`config.mk`:
```
export PLATFORM = sky130hd
export DESIGN_NAME = mult_div_unit_flat
export DESIGN_NICKNAME = d
export VERILOG_FILES = /design/src/rtl/multdiv_pkg.sv /design/src/rtl/mult_div_unit_if.sv /design/src/rtl/multdiv_sign_fix.sv /design/src/rtl/mult_div_unit.sv /design/src/flat_wrapper.sv
export SDC_FILE = /design/constraint.sdc
export NUM_CORES = 1
export LEC_CHECK = 0
export ABC_AREA = 1
export CELL_PAD_IN_SITES_DETAIL_PLACEMENT = 1
export CELL_PAD_IN_SITES_GLOBAL_PLACEMENT = 2
export CORE_UTILIZATION = 31
export DETAILED_ROUTE_END_ITERATION = 6
export DONT_BUFFER_PORTS = 1
export GPL_TIMING_DRIVEN = 0
export PLACE_DENSITY = 0.78
export SYNTH_ARGS = -nofsm -noshare
export SYNTH_HDL_FRONTEND = slang
export SYNTH_HIERARCHICAL = 1
export SYNTH_SLANG_ARGS = --single-unit
export TNS_END_PERCENT = 20
```
`constraint.sdc`:
```
create_clock -name clk -period 2 [get_ports clk]
set_clock_uncertainty 0.05 [all_clocks]
set_input_delay 0.3 -clock clk [delete_from_list [all_inputs] [get_ports clk]]
set_output_delay 0.3 -clock clk [all_outputs]
set_load 0.02 [all_outputs]
```
`src/rtl/multdiv_pkg.sv`:
```
// Shared encodings and defaults for the iterative signed multiply/divide unit.
package multdiv_pkg;

    localparam int unsigned DEFAULT_WIDTH = 32;

    localparam logic OP_MULT = 1'b0;
    localparam logic OP_DIV  = 1'b1;

    typedef enum logic [2:0] {
        ST_IDLE = 3'd0,
        ST_MUL  = 3'd1,
        ST_DIV  = 3'd2,
        ST_FIX  = 3'd3,
        ST_DONE = 3'd4
    } state_t;

    // States during which the unit reports itself busy
    function automatic logic is_busy_state(input state_t s);
        return (s == ST_MUL) || (s == ST_DIV) || (s == ST_FIX);
    endfunction

endpackage

```
`src/rtl/mult_div_unit_if.sv`:
```
// Start/done handshake and HI/LO result bus between control FSM and mult/div unit.
interface mult_div_unit_if #(
    parameter int unsigned WIDTH = multdiv_pkg::DEFAULT_WIDTH
);
    logic             start;
    logic             op;
    logic [WIDTH-1:0] a;
    logic [WIDTH-1:0] b;
    logic             busy;
    logic             done;
    logic             div_zero;
    logic [WIDTH-1:0] hi;
    logic [WIDTH-1:0] lo;

    modport master (
        output start, op, a, b,
        input  busy, done, div_zero, hi, lo
    );

    modport slave (
        input  start, op, a, b,
        output busy, done, div_zero, hi, lo
    );
endinterface

```
`src/rtl/multdiv_sign_fix.sv`:
```
// Final two's-complement sign correction of the unsigned magnitude results.
module multdiv_sign_fix
    import multdiv_pkg::*;
#(
    parameter int unsigned WIDTH = DEFAULT_WIDTH
) (
    input  logic               op,
    input  logic               neg_q,
    input  logic               neg_r,
    input  logic [2*WIDTH-1:0] prod,
    input  logic [WIDTH-1:0]   quo,
    input  logic [WIDTH-1:0]   rem,
    output logic [WIDTH-1:0]   hi_c,
    output logic [WIDTH-1:0]   lo_c
);

    logic [2*WIDTH-1:0] prod_s;

    // Product and quotient follow sign(a)^sign(b); remainder follows sign(a)
    always_comb begin
        hi_c   = '0;
        lo_c   = '0;
        prod_s = neg_q ? -prod : prod;
        if (op == OP_MULT) begin
            {hi_c, lo_c} = prod_s;
        end else begin
            lo_c = neg_q ? -quo : quo;
            hi_c = neg_r ? -rem : rem;
        end
    end

endmodule

```
`src/rtl/mult_div_unit.sv`:
```
// Iterative signed MIPS mult/div unit: one operand bit per cycle, sign fix, done pulse.
// Define MULT_DIV_EARLY_TERM_EN to end MUL once the remaining multiplier bits are zero.
module mult_div_unit
    import multdiv_pkg::*;
#(
    parameter int unsigned WIDTH = DEFAULT_WIDTH
) (
    input  logic                 clk,
    input  logic                 reset,
    mult_div_unit_if.slave       bus
);

    localparam int unsigned PW    = 2 * WIDTH;
    localparam int unsigned CNT_W = $clog2(WIDTH);
    localparam logic [CNT_W-1:0] CNT_LAST = CNT_W'(WIDTH - 1);

    state_t           state, state_nx;
    logic [CNT_W-1:0] cnt;
    logic             op_q, neg_q, neg_r;
    logic [PW-1:0]    acc, mcand;
    logic [WIDTH:0]   mplier, dvsr;
    logic [WIDTH-1:0] quo, rem;

    logic             busy_q, done_q, div_zero_q;
    logic [WIDTH-1:0] hi_q, lo_q;

    logic [WIDTH:0]   a_ext, b_ext, a_mag, b_mag;
    logic             b_zero;
    logic [WIDTH:0]   trial;
    logic             fits;
    logic             last_mul;
    logic [WIDTH-1:0] hi_c, lo_c;

    assign bus.busy     = busy_q;
    assign bus.done     = done_q;
    assign bus.div_zero = div_zero_q;
    assign bus.hi       = hi_q;
    assign bus.lo       = lo_q;

    // WIDTH+1 bit magnitudes so that |-2^(WIDTH-1)| is exact
    always_comb begin
        a_ext  = {bus.a[WIDTH-1], bus.a};
        b_ext  = {bus.b[WIDTH-1], bus.b};
        a_mag  = a_ext[WIDTH] ? -a_ext : a_ext;
        b_mag  = b_ext[WIDTH] ? -b_ext : b_ext;
        b_zero = (bus.b == '0);
    end

    // Restoring division step: shift next dividend bit into the partial remainder
    always_comb begin
        trial = {rem, quo[WIDTH-1]};
        fits  = (trial >= dvsr);
    end

`ifdef MULT_DIV_EARLY_TERM_EN
    assign last_mul = (cnt == CNT_LAST) || (mplier[WIDTH:1] == '0);
`else
    assign last_mul = (cnt == CNT_LAST);
`endif

    multdiv_sign_fix #(
        .WIDTH (WIDTH)
    ) u_sign_fix (
        .op    (op_q),
        .neg_q (neg_q),
        .neg_r (neg_r),
        .prod  (acc),
        .quo   (quo),
        .rem   (rem),
        .hi_c  (hi_c),
        .lo_c  (lo_c)
    );

    always_ff @(posedge clk) begin
        if (!reset) begin
            state <= ST_IDLE;
        end else begin
            state <= state_nx;
        end
    end

    always_comb begin
        state_nx = state;
        case (state)
            ST_IDLE: begin
                if (bus.start) begin
                    if (bus.op == OP_MULT) begin
                        state_nx = ST_MUL;
                    end else if (b_zero) begin
                        state_nx = ST_DONE;
                    end else begin
                        state_nx = ST_DIV;
                    end
                end
            end
            ST_MUL:  if (last_mul) state_nx = ST_FIX;
            ST_DIV:  if (cnt == CNT_LAST) state_nx = ST_FIX;
            ST_FIX:  state_nx = ST_DONE;
            ST_DONE: state_nx = ST_IDLE;
            default: state_nx = ST_IDLE;
        endcase
    end

    // Datapath and registered outputs
    always_ff @(posedge clk) begin
        if (!reset) begin
            cnt        <= '0;
            op_q       <= OP_MULT;
            neg_q      <= 1'b0;
            neg_r      <= 1'b0;
            acc        <= '0;
            mcand      <= '0;
            mplier     <= '0;
            dvsr       <= '0;
            quo        <= '0;
            rem        <= '0;
            busy_q     <= 1'b0;
            done_q     <= 1'b0;
            div_zero_q <= 1'b0;
            hi_q       <= '0;
            lo_q       <= '0;
        end else begin
            busy_q <= is_busy_state(state_nx);
            done_q <= (state_nx == ST_DONE);
            case (state)
                ST_IDLE: begin
                    if (bus.start) begin
                        cnt        <= '0;
                        op_q       <= bus.op;
                        neg_q      <= bus.a[WIDTH-1] ^ bus.b[WIDTH-1];
                        neg_r      <= bus.a[WIDTH-1];
                        acc        <= '0;
                        mcand      <= PW'(a_mag);
                        mplier     <= b_mag;
                        dvsr       <= b_mag;
                        quo        <= a_mag[WIDTH-1:0];
                        rem        <= WIDTH'(a_mag[WIDTH]);
                        div_zero_q <= (bus.op == OP_DIV) && b_zero;
                    end
                end
                ST_MUL: begin
                    if (mplier[0]) begin
                        acc <= acc + mcand;
                    end
                    mcand  <= mcand << 1;
                    mplier <= mplier >> 1;
                    cnt    <= cnt + CNT_W'(1);
                end
                ST_DIV: begin
                    rem <= fits ? WIDTH'(trial - dvsr) : WIDTH'(trial);
                    quo <= {quo[WIDTH-2:0], fits};
                    cnt <= cnt + CNT_W'(1);
                end
                ST_FIX: begin
                    hi_q <= hi_c;
                    lo_q <= lo_c;
                end
                default: ;
            endcase
        end
    end

endmodule

```
`src/flat_wrapper.sv`:
```
// flat-port wrapper written by rule: the top's interface ports become plain ports
module mult_div_unit_flat import multdiv_pkg::*;
#(
    parameter int unsigned WIDTH = DEFAULT_WIDTH
)
  (clk, reset, bus_start, bus_op, bus_a, bus_b, bus_busy, bus_done, bus_div_zero, bus_hi, bus_lo);
  mult_div_unit_if #(.WIDTH(WIDTH)) bus_i ();
  input  logic clk;
  input  logic reset;
  input wire logic [$bits(bus_i.start)-1:0] bus_start;
  input wire logic [$bits(bus_i.op)-1:0] bus_op;
  input wire logic [$bits(bus_i.a)-1:0] bus_a;
  input wire logic [$bits(bus_i.b)-1:0] bus_b;
  output wire logic [$bits(bus_i.busy)-1:0] bus_busy;
  output wire logic [$bits(bus_i.done)-1:0] bus_done;
  output wire logic [$bits(bus_i.div_zero)-1:0] bus_div_zero;
  output wire logic [$bits(bus_i.hi)-1:0] bus_hi;
  output wire logic [$bits(bus_i.lo)-1:0] bus_lo;
  assign bus_i.start = bus_start;
  assign bus_i.op = bus_op;
  assign bus_i.a = bus_a;
  assign bus_i.b = bus_b;
  assign bus_busy = bus_i.busy;
  assign bus_done = bus_i.done;
  assign bus_div_zero = bus_i.div_zero;
  assign bus_hi = bus_i.hi;
  assign bus_lo = bus_i.lo;
  mult_div_unit #(.WIDTH(WIDTH)) u_core (.clk(clk), .reset(reset), .bus(bus_i));
endmodule
```
Word-level counts from Yosys, hierarchy flattened
Index checks and enable logic that the tools add are counted.
{"block": "totals", "ff_bits": 336, "latchBits": 0, "mem_bits_rw": 0, "romBits": 0, "out_inout_bits": 67, "mem_count": 0}
{"block": "op_classes", "addsub": 8, "mul": 0, "div_mod_pow": 0, "magnitude_cmp": 1, "n_eq_ne": 10, "shift": 0, "muxes": 26, "bitwise": 1, "reduce_logical": 14}
{"cell": "64-bit two-way mux", "count": 4}
{"cell": "64-bit one-hot mux with 2 select lines", "count": 2}
{"cell": "32-bit two-way mux", "count": 7}
{"cell": "32-bit one-hot mux with 2 select lines", "count": 2}
{"cell": "33-bit two-way mux", "count": 3}
{"cell": "33-bit negator", "count": 2}
{"cell": "33-bit one-hot mux with 2 select lines", "count": 1}
{"cell": "64-bit adder", "count": 1}
{"cell": "32-bit negator", "count": 2}
{"cell": "64-bit negator", "count": 1}
{"cell": "33-bit greater-or-equal comparator", "count": 1}
{"cell": "32-bit zero test", "count": 1}
{"cell": "32-bit subtractor", "count": 1}
{"cell": "3-bit by 2-bit equality test with 1-bit output (second input constant)", "count": 4}
{"cell": "3-bit two-way mux", "count": 4}
{"cell": "5-bit one-hot mux with 2 select lines", "count": 1}
{"cell": "3-bit one-hot mux with 3 select lines", "count": 1}
{"cell": "2-bit AND reduction", "count": 4}
{"cell": "3-bit by 1-bit equality test with 1-bit output (second input constant)", "count": 2}
{"cell": "2-bit nonzero test", "count": 3}
{"cell": "5-bit by 1-bit adder with 5-bit output (second input constant)", "count": 1}
{"cell": "5-bit equality test (second input constant)", "count": 1}
{"cell": "5-bit two-way mux", "count": 1}
{"cell": "3-bit equality test (second input constant)", "count": 1}
{"cell": "8 further kinds", "count": 9}

Longest topological paths before layout
Gate-level depths: netlist of the first run.
{"block": "depth", "word_depth": 8, "ltp_mapped": 16}

Hierarchy
The synthesis of the first run kept the hierarchy.
{"mod": "mult_div_unit", "instances": 1, "cells_each": 3794, "area_per_inst_um2": 22542.9}
{"mod": "multdiv_sign_fix", "instances": 1, "cells_each": 1043, "area_per_inst_um2": 4808.4}

Worst setup path before layout of the first run
Ideal clock, no wire load.
{"block": "synth_timing", "path_type": "register -> register", "start": "register u_core.acc[0]", "end": "register u_core.acc[58]", "setup_time_ns": 0.132, "arrival_ns": 1.868, "required_ns": 1.818, "slack_ns": -0.050, "stages_incl_launch_ff": 16, "n_path_buf": 0, "period_less_slack_ns": 2.050, "path_cell_list": "dfxtp_1 ha_1 inv_1 fa_1 nor2_1 nand2_1 nand3b_1 nand2_1 nand2_1 nand2_1 nand2_1 nand2_1 nand2_1 nand2_1 nand3_1 a21oi_1"}
{"block": "synth_via", "elab_chain_len": 3}
{"item": "from (decl)", "line_no": "mult_div_unit.sv:20", "text": "logic [PW-1:0] acc, mcand;"}
{"item": "from (signal assigned)", "line_no": "mult_div_unit.sv:143", "text": "acc <= acc + mcand;"}
{"item": "64-bit adder", "line_no": "mult_div_unit.sv:143"}
{"item": "64-bit two-way mux", "line_no": "mult_div_unit.sv:142", "text": "if (mplier[0]) begin"}
{"item": "64-bit one-hot mux with 2 select lines", "line_no": "mult_div_unit.sv:125", "text": "case (state)"}
Every way passes these cells. The select of a mux whose other input is x is not followed.
A chain may end at the register's enable or synchronous reset.

Worst setup path in the final report of the first run
{"block": "layout_timing", "start": "register u_core.dvsr[27]", "end": "register u_core.rem[18]"}
{"block": "layout_via", "elab_chain_len": 3}
{"item": "from (decl)", "line_no": "mult_div_unit.sv:21", "text": "logic [WIDTH:0] mplier, dvsr;"}
{"item": "from (signal assigned)", "line_no": "mult_div_unit.sv:135", "text": "dvsr <= b_mag;"}
{"item": "33-bit greater-or-equal comparator", "line_no": "mult_div_unit.sv:52", "text": "fits = (trial >= dvsr);"}
{"item": "32-bit two-way mux", "line_no": "mult_div_unit.sv:150", "text": "rem <= fits ? WIDTH'(trial - dvsr) : WIDTH'(trial);"}
{"item": "32-bit one-hot mux with 2 select lines", "line_no": "mult_div_unit.sv:125"}
{"item": "to (signal assigned)", "line_no": "mult_div_unit.sv:137", "text": "rem <= WIDTH'(a_mag[WIDTH]);"}
{"item": "to (signal assigned)", "line_no": "mult_div_unit.sv:150"}
{"item": "to (decl)", "line_no": "mult_div_unit.sv:22", "text": "logic [WIDTH-1:0] quo, rem;"}
Every way passes these cells.

==> results of run 1 <==
final timing paths:
kind,from,endpoint,slack (ns),cells after the start
min reg2reg,u_core/mplier[32],u_core/mplier[32],0.40,2
max,u_core/dvsr[27],u_core/rem[18],-0.46,12
min,bus_a[6],u_core/quo[6],0.01,4
max reg2reg,u_core/dvsr[27],u_core/rem[18],-0.46,12
kinds of logic (layout without fill, tap and decap cells):
kind of cell,after synthesis,count (layout),share of synthesized area
and+or+nand+nor,2822,2822,0.4349
buffers and inverters,812,1065,0.1149
AOI/OAI and AO/OA,717,718,0.1414
DFF,336,336,0.2459
adders and majority gates,105,105,0.04858
xor gates and xnor gates,45,45,0.01441
other,0,1,0
metrics by stage:
stage | setup WS [ns] | instances | hold WS, ns | total power, uW | utilization
after floorplan | -0.007473 | 4837 | 0.3681 | 9783 | -
after global placement | -1.141 | 5992 | 0.3795 | 11120 | 0.3310
after detailed placement | -1.143 | 5992 | 0.3892 | 11170 | 0.3310
after CTS | -0.3633 | 6175 | 0.005376 | 19530 | 0.3897
after global routing | -0.5252 | 6247 | 0.03762 | 20510 | 0.4148
final | -0.4579 | 6247 | 0.01362 | 19750 | 0.4148
power groups by stage:
| stage | sequential [uW] | combinational [uW] | clock (uW) |
|---|---|---|---|
| 3_5_place_dp | 7360 | 3810 | 0 |
| 2_1_floorplan | 7240 | 2540 | 0 |
| 3_3_place_gp | 7350 | 3760 | 0 |
| 6_report | 7190 | 4750 | 7810 |
| 5_1_grt | 7210 | 5120 | 8180 |
| 4_1_cts | 7200 | 4380 | 7950 |
placed cells by master (no fill, tap or decap), types with 75 or more instances in the layout:
cell	instances
clkbuf_1	75
nand3_1	273
nor2_4	81
o21ai_0	207
a21oi_1	295
nand2_4	86
nand2_1	1427
dfxtp_1	209
buf_4	139
inv_1	619
nand2_2	173
nor2_1	422
ha_4	82
repair_timing:
action / 4_1_cts / 5_1_grt
hold buffers: 33 / 0
hold endpoints to repair: 64 / 0
endpoints found under the setup margin: 329 / 301
gates resized for setup: 694 / 465
gates cloned: 1 / 2
pin swaps: 119 / 182
buffers inserted: 78 / 71
synth_stat cells, drive strengths merged (28+ instances only):
library cell,instances,area [sq um]
nand3,350,1794
dfxtp,336,6726
a21oi,346,1735
or2,28,175.2
xor2,31,271.5
a31oi,74,462.9
clkbuf,96,360.4
nor2,562,2280
nand3b,60,450.4
inv,658,2470
buf,55,300.3
nand2,1692,6421
nand4,61,381.6
ha,103,1289
o21ai,238,1229
nor3,42,220.2
layer usage:
layer  global-route usage  share of wire  vias to the layer above
li1                     -              -                    15901
met3              0.03030          0.055                      226
met4              0.08965          0.037                        0
met1               0.4237           0.47                    16011
met5                    0              0                        -
met2               0.4665           0.44                      944
state kept, by name, indices dropped and copies added, names as in the netlist, 3 cells and up:
register and count:
u_core/acc 64, u_core/mcand 64, u_core/dvsr 33, u_core/mplier 33, u_core/bus.hi 32, u_core/bus.lo 32, u_core/quo 32, u_core/rem 32
u_core/cnt 5, u_core/state 3
worst max-delay path, cell delays in order (launching register included):
cell and delay, ns:
dfxtp_2 0.35, clkinvlp_4 0.25, ha_4 0.39, nand2_4 0.06, nor2_4 0.19, inv_2 0.06
nor3_4 0.23, a21oi_4 0.13, buf_6 0.16, clkbuf_16 0.16, nand3b_1 0.08, nand3_1 0.08
a21oi_1 0.15
layout make-up:
cell class,instances,area share
diodes,1,0.00006932
plain buffers,151,0.02294
clock buffers,49,0.02977
clock inverters,23,0.008942
inverters,661,0.06984
multi-input cells,3690,0.5878
flip-flops and latches,336,0.1951
well taps,1155,0.04003
repair buffers,181,0.04554
==> flow_summary.toml, run 1 <==
[power_and_ir_drop]
p_sw_frac = 0.3422
p_seq_frac = 0.364
intPower_uw = 12990
ir_worst_vdd_mv = 0.5114
p_comb_frac = 0.241
p_sw_uw = 6759
leakagePower_uw = 0.01740
powerDensity_nw_per_um2 = 547.2
pwr-share-clk = 0.395

[clock_network]
cts-buffers-inserted = 40
clk_pin_slew_worst_paths_ns = 0.06
cts.sinks = 336
cts-root-buf = "clkbuf_16"
cts.path.max_buffers = 3
h-tree-depth = 2
cts_tree = "yes"
insertion_delay_ns = 0.61

[layout]
final_nets = 5234
ff_latch_area_sq_um = 7043
fin_area_sq_um = 36100
multi_input_area_sq_um = 21220
drive_gt1_frac = 0.2251
area_delta_synth_final_pct = 31.99
fillers = 11414

[placement]
gp_congestion = 0.9630
dp_hpwl_um = 110100
io_buffers = 0
placed_area_sq_um = 28810

[logic_synthesis]
synth_area_per_cell_sq_um = 5.655
syn_inst = 4837
synthesis.area_sq_um = 27350
async_reset_ff_frac = 0
synth_seq_area_share = 0.2459
synth_edf_count = 0
synth.yosys.warnings = 6
ys_types = 51
synth-seq-cells = 336
synthFlopType = "dfxtp_1"
syn-num-nets = 5010

[route]
drtPass1Iterations = 6
wl_per_cell_um = 22.21
antenna_left = 0
drc = 0
routed_wl_um = 138800
routed_via_density = 5.296
first_iter_violations = 2521
vias = 33082

[setup_path]
start_kind = "flop"
cp_data_arrival_time_ns = 2.91
critPathKind = "flop to flop"
crit_path_max_fanout = 5
worst_setup_path_end_kind = "flop"
required_ns = 2.46

[sta]
timing.fmax_mhz = 406.9
slew_violations = 0
finalWorstSetupSlack_ns = -0.4579
fin_crit_sh = 1.229
maxSlewHeadroom = 0.1714
rsz0062_at_grt = "yes"
fin_crit_ns = 2.458
hold_viol = 0
setup_viol = 149
worst_pin_slew_ns = 1.243
finalSetupTns_ns = -28.01

[flow_run]
drv_cap = 0

[floorplan]
num_rows = 108
core-area_sq_um = 87020
die_width_um = 299.0
start_util = 0.3143
die_y_um = 299.0
die-area_sq_um = 89420
io_pins = 135

[min_path]
min_path_type = "input pin to flop"

[run_status]
violations = "setup timing"
status = "finished with violations"

[global_route]
grt_pass1_vias = 32143
grt_pass1_wl_um = 201300
grt_antenna_before_repair = 5
grt_use_total = 0.2964
grt_overflow_total = 0
grt_start_max_net_pins = 14
Note: power is estimated with default switching activity, not from simulation.
==> inputs of run 2 (changes only) <==
CAP_MARGIN = 20   (was unset)
==> run 2 against run 1 <==
Net effect:
- the run still ends with setup timing left
- design area decreased by 0.55%
- final cell count decreased by 0.54%
- critical path depth unchanged
- sequential share of layout area increased by 0.069 points
- global-route usage increased by 0.17 points
- first-iteration DRC count decreased by 3.6%
- core utilization decreased by 0.23 points
- power increased by 3.8%
- sequential power about the same
- clock power increased by 8.6%
- sequential cell count unchanged
- die area unchanged
- largest cell class unchanged
- highest routed layer unchanged
==> flow_summary.toml, run 2 (synthesized netlist as in run 1, its figures left out) <==
[clock_network]
cts.sinks = 336
h-tree-depth = 2
cts_tree = "yes"
cts.path.max_buffers = 3
cts-buffers-inserted = 41
cts-root-buf = "clkbuf_16"
insertion_delay_ns = 0.61
clk_pin_slew_worst_paths_ns = 0.06

[floorplan]
die-area_sq_um = 89420
die_y_um = 299.0
start_util = 0.3143
io_pins = 135
core-area_sq_um = 87020
die_width_um = 299.0
num_rows = 108

[layout]
area_delta_synth_final_pct = 31.26
final_cell_mix = "nand2_1 (1457), inv_1 (611), nor2_1 (412), a21oi_1 (280), nand3_1 (273)"
fillers = 11459
final_util = 0.4126
drive_gt1_frac = 0.2252
reg_top3 = "u_core/acc (64), u_core/mcand (64)"
final_nets = 5198
fin_area_sq_um = 35900
finalNonFillerCells = 6213
mostFrequentLayoutCell = "nand2_1"

[power_and_ir_drop]
p_seq_frac = 0.351
p_sw_frac = 0.3345
power.total_uw = 20510
p_comb_frac = 0.235
leakagePower_uw = 0.01711
intPower_uw = 13650
pwr-share-clk = 0.413
powerDensity_nw_per_um2 = 571.4
ir_worst_vdd_mv = 0.5181
p_sw_uw = 6862

[sta]
finalWorstSetupSlack_ns = -0.5200
rsz0062_at_grt = "yes"
timing.fmax_mhz = 396.8
fin_crit_ns = 2.520
fin_crit_sh = 1.260
worst_pin_slew_ns = 1.213
slew_violations = 0
finalSetupTns_ns = -26.86
hold_viol = 0
setup_viol = 136
maxSlewHeadroom = 0.1913

[global_route]
grt_util_met2 = 0.4651
grt_overflow_total = 0
grt_use_total = 0.2982
grt_antenna_before_repair = 2
grt_pass1_wl_um = 203000
busiest_layer = "met2"
grtUsageMet1 = 0.4238
grt_pass1_vias = 32287
grtUsageMet3 = 0.03515
grt_start_max_net_pins = 14

[setup_path]
start_kind = "flop"
required_ns = 2.45
critPathKind = "flop to flop"
crit_path_max_fanout = 6
cp_data_arrival_time_ns = 2.97
worst_setup_path_end_kind = "flop"

[placement]
dp_cells = 5994
io_buffers = 0
placed_area_sq_um = 28850
dp_hpwl_um = 110100
gp_congestion = 0.9630

[route]
wl_per_cell_um = 22.23
routed_wl_um = 138100
drtPass1Iterations = 5
first_iter_violations = 2430
vias = 32850
routed_via_density = 5.287
antenna_left = 0
drc = 0

[run_status]
status = "finished with violations"
violations = "setup timing"

[flow_run]
drv_cap = 0

[min_path]
min_path_type = "input pin to flop"
## run 2: power groups by stage
stage | combinational [uW] | sequential (uW) | clock [uW]
detailed placement | 3820 | 7360 | 0
floorplan | 2540 | 7240 | 0
CTS | 4380 | 7200 | 8590
global route | 5200 | 7230 | 8870
global placement | 3760 | 7350 | 0
finish | 4830 | 7210 | 8480
## run 2: routing by layer
layer  wire length (um)  up-vias  part of all wire
met3               7497      201             0.054
met2              60550      870              0.44
met4               4868        0             0.035
li1                   -    15839                 -
met5                  0        -                 0
met1              65200    15940              0.47
## run 2: what timing repair did
| item | CTS | global route |
|---|---|---|
| gates resized for setup | 653 | 525 |
| buffers inserted | 65 | 48 |
| setup endpoints to repair | 330 | 278 |
| pin swaps | 104 | 178 |
| hold endpoints to repair | 56 | 0 |
| hold buffers | 29 | 0 |
| gates cloned | 3 | 1 |
## run 2: metrics by stage
stage          setup WS, ns  hold slack (ns)
2_1_floorplan     -0.007473           0.3681
3_3_place_gp         -1.141           0.3795
3_5_place_dp         -1.133           0.3853
4_1_cts             -0.3559         0.001324
5_1_grt             -0.5335          0.03561
6_report            -0.5200          0.01190
## run 2: layout make-up
class | instances | area, sq um | area share
Multi-Input combinational cell | 3689 | 21150 | 0.5892
Timing Repair Buffer | 146 | 1375 | 0.03830
Tap cell | 1155 | 1445 | 0.04025
Buffer | 150 | 849.6 | 0.02366
Clock inverter | 24 | 420.4 | 0.01171
Sequential cell | 336 | 7029 | 0.1958
Clock buffer | 51 | 1104 | 0.03074
Antenna cell | 1 | 2.502 | 0.00006970
Inverter | 661 | 2522 | 0.07026
## run 2: worst paths after layout
kind,to,slack [ns],cells past startpoint,start
setup / recovery,u_core/rem[18],-0.52,12,u_core/dvsr[27]
hold / removal,u_core/quo[6],0.01,4,bus_a[6]
setup reg to reg,u_core/rem[18],-0.52,12,u_core/dvsr[27]
hold reg to reg,u_core/mplier[32],0.40,2,u_core/mplier[32]
## run 2: critical path, cell delays in order, from the launching register on
cell and delay [ns]:
dfxtp_2 0.35, clkinvlp_4 0.26, ha_4 0.40, nand2_4 0.06, nor2_4 0.16, inv_2 0.06
nor3_4 0.27, a21oi_4 0.13, buf_8 0.17, buf_8 0.13, nand3b_1 0.09, nand3_1 0.09
a21oi_1 0.19
==> inputs of run 3 (changes only) <==
ABC_CLOCK_PERIOD_IN_PS = 2000   (was unset)
REMOVE_ABC_BUFFERS = 1   (was unset)
==> run 3 against run 2 <==
Net effect:
- the flow still finishes with violations (setup timing)
- maximum frequency up 7.5%
- power decreased by 1.6%
- worst hold slack got worse by 0.0072 ns
- sequential power hardly changed
- routed wire length fell by 6.2%
- critical endpoint is now u_core/rem[1]
- largest cell class unchanged
==> flow_summary.toml, run 3 (synthesized netlist as in run 1, its figures left out) <==
[sta]
worst_pin_slew_ns = 0.8110
finalWorstSetupSlack_ns = -0.3436
fin_crit_ns = 2.344
hold_viol = 0
fin_crit_sh = 1.172
finalSetupTns_ns = -16.44
timing.fmax_mhz = 426.7
maxSlewHeadroom = 0.4576
setup_viol = 108
slew_violations = 0
rsz0062_at_grt = "yes"

[route]
drtPass1Iterations = 5
antenna_left = 0
routed_wl_um = 129600
vias = 32083
wl_per_cell_um = 21.15
drc = 0
routed_via_density = 5.236
first_iter_violations = 1933

[placement]
io_buffers = 0
gp_congestion = 0.9162
dp_cells = 5863
dp_hpwl_um = 93820

[global_route]
grt_pass1_wl_um = 196100
grt_overflow_total = 0
grt_antenna_before_repair = 3
grt_use_total = 0.2842
grt_pass1_vias = 32414
grt_start_max_net_pins = 106

[setup_path]
cp_data_arrival_time_ns = 2.84
critPathKind = "flop to flop"
start_kind = "flop"
required_ns = 2.49
crit_path_max_fanout = 8
worst_setup_path_end_kind = "flop"
reg2reg_setup_slack_ns = -0.34

[layout]
fillers = 11464
mostFrequentLayoutCell = "nand2_1"
reg_top3 = "u_core/acc (64), u_core/mcand (64)"
final_cell_mix = "nand2_1 (1481), inv_1 (617), nor2_1 (417), a21oi_1 (311), nand3_1 (309)"
antennaDiodeCount = 0
drive_gt1_frac = 0.2029
area_delta_synth_final_pct = 29.71
finalNonFillerCells = 6127
final_util = 0.4077
final_nets = 5113

[min_path]
min_path_type = "input pin to flop"

[floorplan]
die-area_sq_um = 89420
num_rows = 108
io_pins = 135
core-area_sq_um = 87020
start_util = 0.3143
die_y_um = 299.0
die_width_um = 299.0

[clock_network]
cts.sinks = 336
cts_tree = "yes"
cts-buffers-inserted = 45
insertion_delay_ns = 0.64
cts.path.max_buffers = 3
cts-root-buf = "clkbuf_16"
clk_pin_slew_worst_paths_ns = 0.06
h-tree-depth = 2

[power_and_ir_drop]
power.total_uw = 20180
powerDensity_nw_per_um2 = 568.7
leakagePower_uw = 0.01675
ir_worst_vdd_mv = 0.5908

[flow_run]
drv_cap = 0

[run_status]
violations = "setup timing"
status = "finished with violations"
==> run 3: cell types whose count changed in the layout (fill, tap and decap cells not counted), moves of 22 or more <==
cell           before   now
a21oi_1           280   311
a21oi_2            58    31
buf_2              22     0
clkbuf_1           72    11
clkbuf_2           24     0
dlygate4sd3_1      29    57
nand2_1          1457  1481
nand2_4            78    52
nand3_1           273   309
nand3_2            65    35
==> run 3: area by class of cell <==
| cell class | instances | area, sq um | area share |
|---|---|---|---|
| multi-input combinational | 3695 | 20650 | 0.5821 |
| sequential | 336 | 7103 | 0.2002 |
| inverter | 661 | 2556 | 0.07205 |
| timing repair buffer | 197 | 2231 | 0.06288 |
| tap | 1155 | 1445 | 0.04073 |
| clock buffer | 64 | 1277 | 0.03601 |
| clock inverter | 15 | 181.4 | 0.005114 |
| timing repair inverter | 4 | 31.28 | 0.0008817 |
==> run 3: path summary, 6_finish.rpt <==
path                     start                 to  cells past startpoint
min                  bus_b[28]  u_core/mplier[28]                      4
max            u_core/dvsr[28]      u_core/rem[1]                     13
max reg2reg    u_core/dvsr[28]      u_core/rem[1]                     13
min reg2reg  u_core/mplier[32]  u_core/mplier[32]                      2
==> run 3: worst max-delay path, stage by stage (launching register included) <==
cell and delay (ns):
dfxtp_2 0.32, inv_2 0.10, ha_4 0.22, buf_4 0.16
a21o_1 0.20, nor2_2 0.19, o21ai_4 0.09, a21oi_4 0.15
clkbuf_16 0.19, nand2_8 0.08, buf_12 0.16, nand2_2 0.06
nand3_2 0.09, a21oi_2 0.19
==> run 3: power by group <==
part           total [uW]  switching (uW)  internal [uW]  leakage [uW]
registers            7230             355           6870       0.00282
logic                4750            3050           1700        0.0132
clock network        8200            3480           4720      0.000713
total               20200            6880          13300        0.0168
==> run 3: metal layers <==
| layer | wire, um | vias up | global-route usage |
|---|---|---|---|
| li1 | - | 15686 | - |
| met1 | 59750 | 15533 | 0.3828 |
| met2 | 59540 | 676 | 0.4687 |
| met3 | 5849 | 188 | 0.03349 |
| met4 | 4462 | 0 | 0.09487 |
| met5 | 0 | - | 0 |
==> run 3: per-stage QoR <==
step	setup WS, ns	cell area (sq um)	hold slack, ns
finish	-0.3436	35480	0.004721
global route	-0.4394	35480	0.04376
CTS	-0.3331	34500	0.007108
detailed placement	-2.395	28690	0.3692
global placement	-8.021	28140	0.3580
floorplan	-3.090	26690	0.3476
==> run 3: timing repair <==
action	in CTS	in global routing
pin swaps	101	74
resized for setup	706	254
endpoints found under the setup margin	323	198
gates cloned	15	0
hold buffers	58	0
setup buffers	99	18
hold endpoints to repair	191	0
